--- src/rtl/smz_cfg_pkg.sv ---
// Shared constants for the SMZ window configuration block: register offsets,
// CTRL/STATUS bit positions, sequencer states and AXI response codes.
package smz_cfg_pkg;

  localparam logic [7:0] OFF_CTRL     = 8'h00;
  localparam logic [7:0] OFF_BASE_SH  = 8'h04;
  localparam logic [7:0] OFF_SIZE_SH  = 8'h08;
  localparam logic [7:0] OFF_STATUS   = 8'h0C;
  localparam logic [7:0] OFF_ACT_BASE = 8'h10;
  localparam logic [7:0] OFF_ACT_SIZE = 8'h14;

  localparam int CTRL_EN     = 0;
  localparam int CTRL_LOCK   = 1;
  localparam int CTRL_COMMIT = 8;

  localparam int ST_ENABLE  = 0;
  localparam int ST_LOCKED  = 1;
  localparam int ST_PENDING = 2;
  localparam int ST_CFG_ERR = 3;
  localparam int ST_TIMEOUT = 4;

  localparam logic [1:0] RESP_OKAY   = 2'b00;
  localparam logic [1:0] RESP_SLVERR = 2'b10;

  typedef enum logic [1:0] {
    IDLE      = 2'd0,
    WAIT_IDLE = 2'd1,
    APPLY     = 2'd2
  } cfg_state_e;

  // Byte-lane merge of a write into an existing 32-bit register value.
  function automatic logic [31:0] merge_wstrb(input logic [31:0] old,
                                              input logic [31:0] data,
                                              input logic [3:0]  strb);
    logic [31:0] r;
    r = old;
    for (int i = 0; i < 4; i++) begin
      if (strb[i]) r[8*i +: 8] = data[8*i +: 8];
    end
    return r;
  endfunction

endpackage

--- src/rtl/smz_window_check.sv ---
// Combinational legality check of a candidate SMZ window. A disabled window is
// always accepted; an enabled one must be a naturally aligned power-of-two
// region of at least MIN_SIZE bytes that does not reach past 2^32-1.
module smz_window_check #(
  parameter int unsigned MIN_SIZE = 4
) (
  input  logic        en,
  input  logic [31:0] base,
  input  logic [31:0] size,
  output logic        valid
);

  logic [32:0] end_sum;
  logic [31:0] size_m1;
  logic        pow2;
  logic        big_enough;
  logic        aligned;
  logic        no_wrap;

  // Evaluate each window rule independently, then combine.
  always_comb begin
    size_m1    = size - 32'd1;
    end_sum    = {1'b0, base} + {1'b0, size};
    pow2       = (size != 32'd0) && ((size & size_m1) == 32'd0);
    big_enough = size >= 32'(MIN_SIZE);
    aligned    = (base & size_m1) == 32'd0;
    // base+size == 2^32 also sets the carry, so a window touching the very
    // top of the address space is rejected.
    no_wrap    = !end_sum[32];
    valid      = !en || (pow2 && big_enough && aligned && no_wrap);
  end

endmodule

--- src/rtl/smz_cfg_ctrl.sv ---
// AXI4-lite register block for the secure memory zone window. Software writes
// shadow registers and requests a commit; the sequencer waits for the memory
// to go idle, validates the window and swaps it in atomically.
//
//  state     | meaning
//  ----------+-------------------------------------------------------------
//  IDLE      | no commit in flight; shadows writable unless locked
//  WAIT_IDLE | commit requested; waiting for mem_idle or the timeout
//  APPLY     | memory seen idle last cycle; validate and copy shadows
module smz_cfg_ctrl
  import smz_cfg_pkg::*;
#(
  parameter int          ADDR_W       = 8,
  parameter logic [31:0] RESET_BASE   = 32'h1000_0000,
  parameter logic [31:0] RESET_SIZE   = 32'h0001_0000,
  parameter logic        RESET_ENABLE = 1'b1,
  parameter int unsigned MIN_SIZE     = 4,
  parameter int unsigned IDLE_TIMEOUT = 1024
) (
  input  logic              clk,
  input  logic              resetn,
  input  logic              s_awvalid,
  output logic              s_awready,
  input  logic [ADDR_W-1:0] s_awaddr,
  input  logic              s_wvalid,
  output logic              s_wready,
  input  logic [31:0]       s_wdata,
  input  logic [3:0]        s_wstrb,
  output logic              s_bvalid,
  input  logic              s_bready,
  output logic [1:0]        s_bresp,
  input  logic              s_arvalid,
  output logic              s_arready,
  input  logic [ADDR_W-1:0] s_araddr,
  output logic              s_rvalid,
  input  logic              s_rready,
  output logic [31:0]       s_rdata,
  output logic [1:0]        s_rresp,
  input  logic              mem_idle,
  output logic [31:0]       smz_base,
  output logic [31:0]       smz_size,
  output logic              smz_enable,
  output logic              cfg_done
);

  localparam int CNT_W = $clog2(IDLE_TIMEOUT + 1);
  localparam logic [CNT_W-1:0] LAST_CNT = CNT_W'(IDLE_TIMEOUT - 1);

  cfg_state_e       state;
  logic [CNT_W-1:0] wait_cnt;

  logic        en_sh;
  logic        lock_sh;
  logic [31:0] base_sh;
  logic [31:0] size_sh;

  logic locked;
  logic pending;
  logic cfg_err;
  logic timeout;

  logic        busy;
  logic        wr_fire;
  logic        wr_err;
  logic        wr_ctrl;
  logic        wr_base;
  logic        wr_size;
  logic        commit_req;
  logic        clr_err;
  logic        clr_to;
  logic [31:0] status_word;
  logic [31:0] rd_mux;
  logic        win_ok;

  // Both write channels are accepted together, so one ready serves both.
  assign s_wready = s_awready;
  assign s_rresp  = RESP_OKAY;
  assign busy     = locked || pending;

  smz_window_check #(
    .MIN_SIZE (MIN_SIZE)
  ) u_win (
    .en    (en_sh),
    .base  (base_sh),
    .size  (size_sh),
    .valid (win_ok)
  );

  // Decode the accepted write into register updates, commit and W1C strobes.
  always_comb begin
    wr_fire    = s_awready && s_awvalid && s_wvalid;
    wr_err     = 1'b0;
    wr_ctrl    = 1'b0;
    wr_base    = 1'b0;
    wr_size    = 1'b0;
    commit_req = 1'b0;
    clr_err    = 1'b0;
    clr_to     = 1'b0;
    if (wr_fire) begin
      case (s_awaddr)
        ADDR_W'(OFF_CTRL): begin
          if (busy) wr_err = 1'b1;
          else begin
            wr_ctrl    = 1'b1;
            commit_req = s_wstrb[1] && s_wdata[CTRL_COMMIT];
          end
        end
        ADDR_W'(OFF_BASE_SH): begin
          if (busy) wr_err = 1'b1;
          else      wr_base = 1'b1;
        end
        ADDR_W'(OFF_SIZE_SH): begin
          if (busy) wr_err = 1'b1;
          else      wr_size = 1'b1;
        end
        ADDR_W'(OFF_STATUS): begin
          clr_err = s_wstrb[0] && s_wdata[ST_CFG_ERR];
          clr_to  = s_wstrb[0] && s_wdata[ST_TIMEOUT];
        end
        ADDR_W'(OFF_ACT_BASE), ADDR_W'(OFF_ACT_SIZE): ;
        default: wr_err = 1'b1;
      endcase
    end
  end

  // Assemble STATUS and select the read data for the current read address.
  always_comb begin
    status_word             = '0;
    status_word[ST_ENABLE]  = smz_enable;
    status_word[ST_LOCKED]  = locked;
    status_word[ST_PENDING] = pending;
    status_word[ST_CFG_ERR] = cfg_err;
    status_word[ST_TIMEOUT] = timeout;
    rd_mux = '0;
    case (s_araddr)
      ADDR_W'(OFF_CTRL): begin
        rd_mux[CTRL_EN]   = en_sh;
        rd_mux[CTRL_LOCK] = lock_sh;
      end
      ADDR_W'(OFF_BASE_SH):  rd_mux = base_sh;
      ADDR_W'(OFF_SIZE_SH):  rd_mux = size_sh;
      ADDR_W'(OFF_STATUS):   rd_mux = status_word;
      ADDR_W'(OFF_ACT_BASE): rd_mux = smz_base;
      ADDR_W'(OFF_ACT_SIZE): rd_mux = smz_size;
      default:               rd_mux = '0;
    endcase
  end

  // AXI handshakes, write response/read data holding and shadow registers.
  always_ff @(posedge clk) begin
    if (!resetn) begin
      s_awready <= 1'b0;
      s_bvalid  <= 1'b0;
      s_bresp   <= RESP_OKAY;
      s_arready <= 1'b0;
      s_rvalid  <= 1'b0;
      s_rdata   <= '0;
      en_sh     <= RESET_ENABLE;
      lock_sh   <= 1'b0;
      base_sh   <= RESET_BASE;
      size_sh   <= RESET_SIZE;
    end else begin
      s_awready <= s_awvalid && s_wvalid && !s_bvalid && !s_awready;
      if (wr_fire) begin
        s_bvalid <= 1'b1;
        s_bresp  <= wr_err ? RESP_SLVERR : RESP_OKAY;
      end else if (s_bvalid && s_bready) begin
        s_bvalid <= 1'b0;
      end
      if (wr_ctrl && s_wstrb[0]) begin
        en_sh   <= s_wdata[CTRL_EN];
        lock_sh <= s_wdata[CTRL_LOCK];
      end
      if (wr_base) base_sh <= merge_wstrb(base_sh, s_wdata, s_wstrb);
      if (wr_size) size_sh <= merge_wstrb(size_sh, s_wdata, s_wstrb);

      s_arready <= s_arvalid && !s_rvalid && !s_arready;
      // rd_mux reflects register state before any write on this same edge.
      if (s_arready && s_arvalid) begin
        s_rvalid <= 1'b1;
        s_rdata  <= rd_mux;
      end else if (s_rvalid && s_rready) begin
        s_rvalid <= 1'b0;
      end
    end
  end

  // Commit sequencer: owns the active window, lock and status flags.
  always_ff @(posedge clk) begin
    if (!resetn) begin
      state      <= IDLE;
      wait_cnt   <= '0;
      smz_base   <= RESET_BASE;
      smz_size   <= RESET_SIZE;
      smz_enable <= RESET_ENABLE;
      locked     <= 1'b0;
      pending    <= 1'b0;
      cfg_err    <= 1'b0;
      timeout    <= 1'b0;
      cfg_done   <= 1'b0;
    end else begin
      cfg_done <= 1'b0;
      if (clr_err) cfg_err <= 1'b0;
      if (clr_to)  timeout <= 1'b0;
      case (state)
        IDLE: begin
          if (commit_req) begin
            pending  <= 1'b1;
            wait_cnt <= '0;
            state    <= WAIT_IDLE;
          end
        end
        WAIT_IDLE: begin
          if (mem_idle) begin
            state <= APPLY;
          end else if (wait_cnt == LAST_CNT) begin
            timeout  <= 1'b1;
            pending  <= 1'b0;
            cfg_done <= 1'b1;
            state    <= IDLE;
          end else begin
            wait_cnt <= wait_cnt + CNT_W'(1);
          end
        end
        APPLY: begin
          if (win_ok) begin
            smz_base   <= base_sh;
            smz_size   <= size_sh;
            smz_enable <= en_sh;
            locked     <= locked || lock_sh;
          end else begin
            cfg_err <= 1'b1;
          end
          pending  <= 1'b0;
          cfg_done <= 1'b1;
          state    <= IDLE;
        end
        default: state <= IDLE;
      endcase
    end
  end

endmodule

--- config.mk ---
export PLATFORM = sky130hd
export DESIGN_NAME = smz_cfg_ctrl
export DESIGN_NICKNAME = d
export VERILOG_FILES = /design/src/rtl/smz_cfg_pkg.sv /design/src/rtl/smz_window_check.sv /design/src/rtl/smz_cfg_ctrl.sv
export SDC_FILE = /design/constraint.sdc
export NUM_CORES = 1
export LEC_CHECK = 0
export CELL_PAD_IN_SITES_DETAIL_PLACEMENT = 1
export CELL_PAD_IN_SITES_GLOBAL_PLACEMENT = 1
export CORE_MARGIN = 3
export CORE_UTILIZATION = 35
export DETAILED_ROUTE_END_ITERATION = 8
export PLACE_DENSITY_LB_ADDON = 0.1
export SYNTH_ARGS = -nofsm -noshare
export SYNTH_HDL_FRONTEND = slang
export SYNTH_SLANG_ARGS = --single-unit
--- constraint.sdc ---
create_clock -name clk -period 8.4 [get_ports clk]
set_clock_uncertainty 0.15 [all_clocks]
set_input_delay 1.26 -clock clk [delete_from_list [all_inputs] [get_ports clk]]
set_output_delay 1.26 -clock clk [all_outputs]
set_load 0.01 [all_outputs]
==> summary.txt <==
Power
  • Cell Pwr Density: approximately 140 mW/mm^2
  • Leakage: 4.87 nW
  • Comb power frac: 4.9%
  • Power share of the clock group: ~45%
  • Sequential share of power: about half
  • Peak supply drop: 97.0 uV
  • Sw Share: between 20% and 30%
  • Internal: between 0.001 and 0.0015 W
  • Net switching power: around 0.00044 W

Routing
  • DRC violations left: 0
  • WL/cell: between 15 and 20 um
  • Final ANT Viol Nets: 0
  • DR vias: roughly 9000
  • Routed Wire Length: ~33000 um
  • Initial DRC count: around 460
  • Number of vias per cell: roughly 5.3
  • TritonRoute pass-1 iters: 5

CTS
  • Post-CTS setup buffers: 0
  • CTS Hold Bufs: 0
  • Max H-tree Level: 4
  • CTS Buffer Depth: 2
  • Clock transition at the registers of the reported paths: around 80 ps
  • CTS resizes: 0
  • CTS Buf Count: 17
  • Latest clock arrival within the worst-skew pair: between 400 and 500 ps
  • CTS Root Cell: clkbuf_16
  • TritonCTS clock tree: yes
  • Clock tree sinks: 186

Critical path
  • Crit-path max FO: 40
  • Reg2reg setup slack: about 3100 ps
  • Worst Path Required: 8540 ps
  • Critical path capture point type: register
  • Critical path class: register to register
  • Critical Path Start Type: register
  • Crit path DAT: between 5000 and 6000 ps

STA
  • Worst hold slack: approximately 310 ps
  • Final setup viols: 0
  • Slew margin rel.: 30.9%
  • Final hold violation count: 0
  • Setup repair after global routing missed its margin: false
  • Period utilization: 62.6%
  • Slew @ Worst Pin: 1040 ps
  • Final slew viol count: 0
  • Slack of the critical path: 3140 ps
  • Min cycle time layout: roughly 5300 ps
  • Setup TNS: 0 ps
  • Fmax: 190 MHz

Placement
  • Placer congestion estimate: about 0.83
  • Number of placed cells counting well taps: between 1500 and 2000
  • Placed wire-length estimate: around 23000 um
  • Pre-CTS setup slack: between 3000 and 4000 ps
  • Port-buffer cells: roughly 160

Synthesis
  • Yosys warnings: 0
  • Number of synthesized register bits: approximately 190
  • Register area share after synthesis: between 30% and 40%
  • Post-synth EDFFs: 0
  • Main synth FF type: dfxtp_1
  • Post-synthesis async set-or-reset flop share: 0%
  • Distinct cells, synth: slightly below 70
  • Cells after Synth: 1191
  • Mapped Area: 0.0101 sq mm
  • Mapped Avg Cell Area: ~8.5 sq um

Cells and area
  • Area Overhead vs Synth: 23.4%
  • Commonest non-fill, non-tap cells in the layout: nand2_1, dfxtp_1, clkdlybuf4s50_1, mux2i_1, ha_1
  • Most common cell after layout, fill and taps aside: nand2_1
  • Non-Filler Instances: 1702
  • Fin nets: 1441
  • N_diodes: 0
  • Share of layout cells above drive strength 1: approximately 5.3%
  • Final core utilization: 44.3%

GRT
  • Largest net degree at the start of global routing: approximately 130
  • GRT Util Overall: a little over a fifth
  • Initial antenna violation count: 0
  • GR Overflow Total: 0
  • Number of global-route vias before repair: 9262
  • First-pass GRT wire length: about 53000 um

Floorplan
  • Die X: approximately 180 um
  • Core ar.: 0.0282 sq mm
  • Starting Density: between 30% and 40%
  • Die area: 0.0310 sq mm
  • Die Ht: 176 um
  • Standard-cell rows: 61
  • IO Pins: 167

Worst hold path
  • Worst Hold Class: register to register

Flow run
  • MaxCap Viol Count: 0

Outcome
  • Status: finished clean
## critical path, cell delays in order, from the launching register on
cell and delay (ps):
dfxtp_1 400, or4_1 600, or3_1 410, nor2_1 160, nand2_1 170, or3_1 420
or3_1 320, ha_1 190, nor4_1 250, nand2_1 80, nor4_1 290, nand4_1 160
o31ai_1 410, nand2_4 360, buf_4 480, mux2i_1 210
## state kept, by name (all words and copies together) (netlist names)
name,count
size_sh,32
locked,1
pending,1
base_sh,32
s_rvalid,1
smz_size,32
lock_sh,1
state,2
s_arready,1
s_bvalid,1
smz_base,32
s_bresp,1
s_rdata,32
timeout,1
cfg_done,1
en_sh,1
smz_enable,1
s_awready,1
cfg_err,1
wait_cnt,11
## final timing paths
kind	cells past startpoint	start	endpoint
setup / recovery	15	size_sh[6]	smz_size[30]
hold / removal	1	s_bvalid	s_awready
setup reg to reg	15	size_sh[6]	smz_size[30]
hold reg to reg	1	s_bvalid	s_awready
## routing by layer
| metal | vias up | track usage, % | wire, um |
|---|---|---|---|
| met5 | - | 0 | 0 |
| met1 | 4457 | 30.1 | 16200 |
| li1 | 4416 | - | - |
| met4 | 0 | 4.19 | 299 |
| met2 | 151 | 35.7 | 15800 |
| met3 | 17 | 2.92 | 944 |
## power groups by stage
stage / Clock (W) / Combinational (W) / Sequential [W]
final: 0.000790 / 0.0000870 / 0.000883
after global routing: 0.000847 / 0.0000936 / 0.000884
after CTS: 0.000809 / 0.0000877 / 0.000883
after detailed placement: 0 / 0.0000876 / 0.000904
after global placement: 0 / 0.0000872 / 0.000904
after floorplan: 0 / 0.0000386 / 0.000905
## cells in the mapped netlist, types with 19 or more instances
cell type    n  area share, %
nand2_1    294             11
dfxtp_1    186             37
mux2i_1     86            8.5
ha_1        69            8.5
a21boi_0    64            4.8
clkbuf_1    51            1.9
o21ai_0     46            2.3
nand3_1     45            2.2
nor2_1      41            1.5
and2_1      37            2.3
inv_1       21           0.78
nand2b_1    20            1.2
nor2b_1     19            1.2
## through the flow
| stage | instance area (sq um) | power, W |
|---|---|---|
| floorplan | 10100 | 0.000943 |
| global placement | 11900 | 0.000991 |
| detailed placement | 11900 | 0.000992 |
| CTS | 12500 | 0.00178 |
| global route | 12500 | 0.00182 |
| finish | 12500 | 0.00176 |
## cell type report
cell class,count,area [sq um]
Clock inverter,13,113
Sequential cell,186,3720
Tap cell,378,473
Timing Repair Buffer,169,1670
Multi-Input combinational cell,917,5980
Fill cell,3297,15700
Clock buffer,18,439
Inverter,21,78.8
## cells by family (layout without fill, tap and decap cells)
group,count (synthesis),count (layout),synth area share (%)
adders and majority gates,69,69,8.54
AOI/OAI and AO/OA,195,195,14.0
and+or+nand+nor,545,545,25.6
xor gates and xnor gates,7,7,0.606
muxes,98,98,9.85
DFF,186,186,36.8
buffers and inverters,90,221,4.55
other,1,3,0.0371
Power figures use the tool's default switching activity.
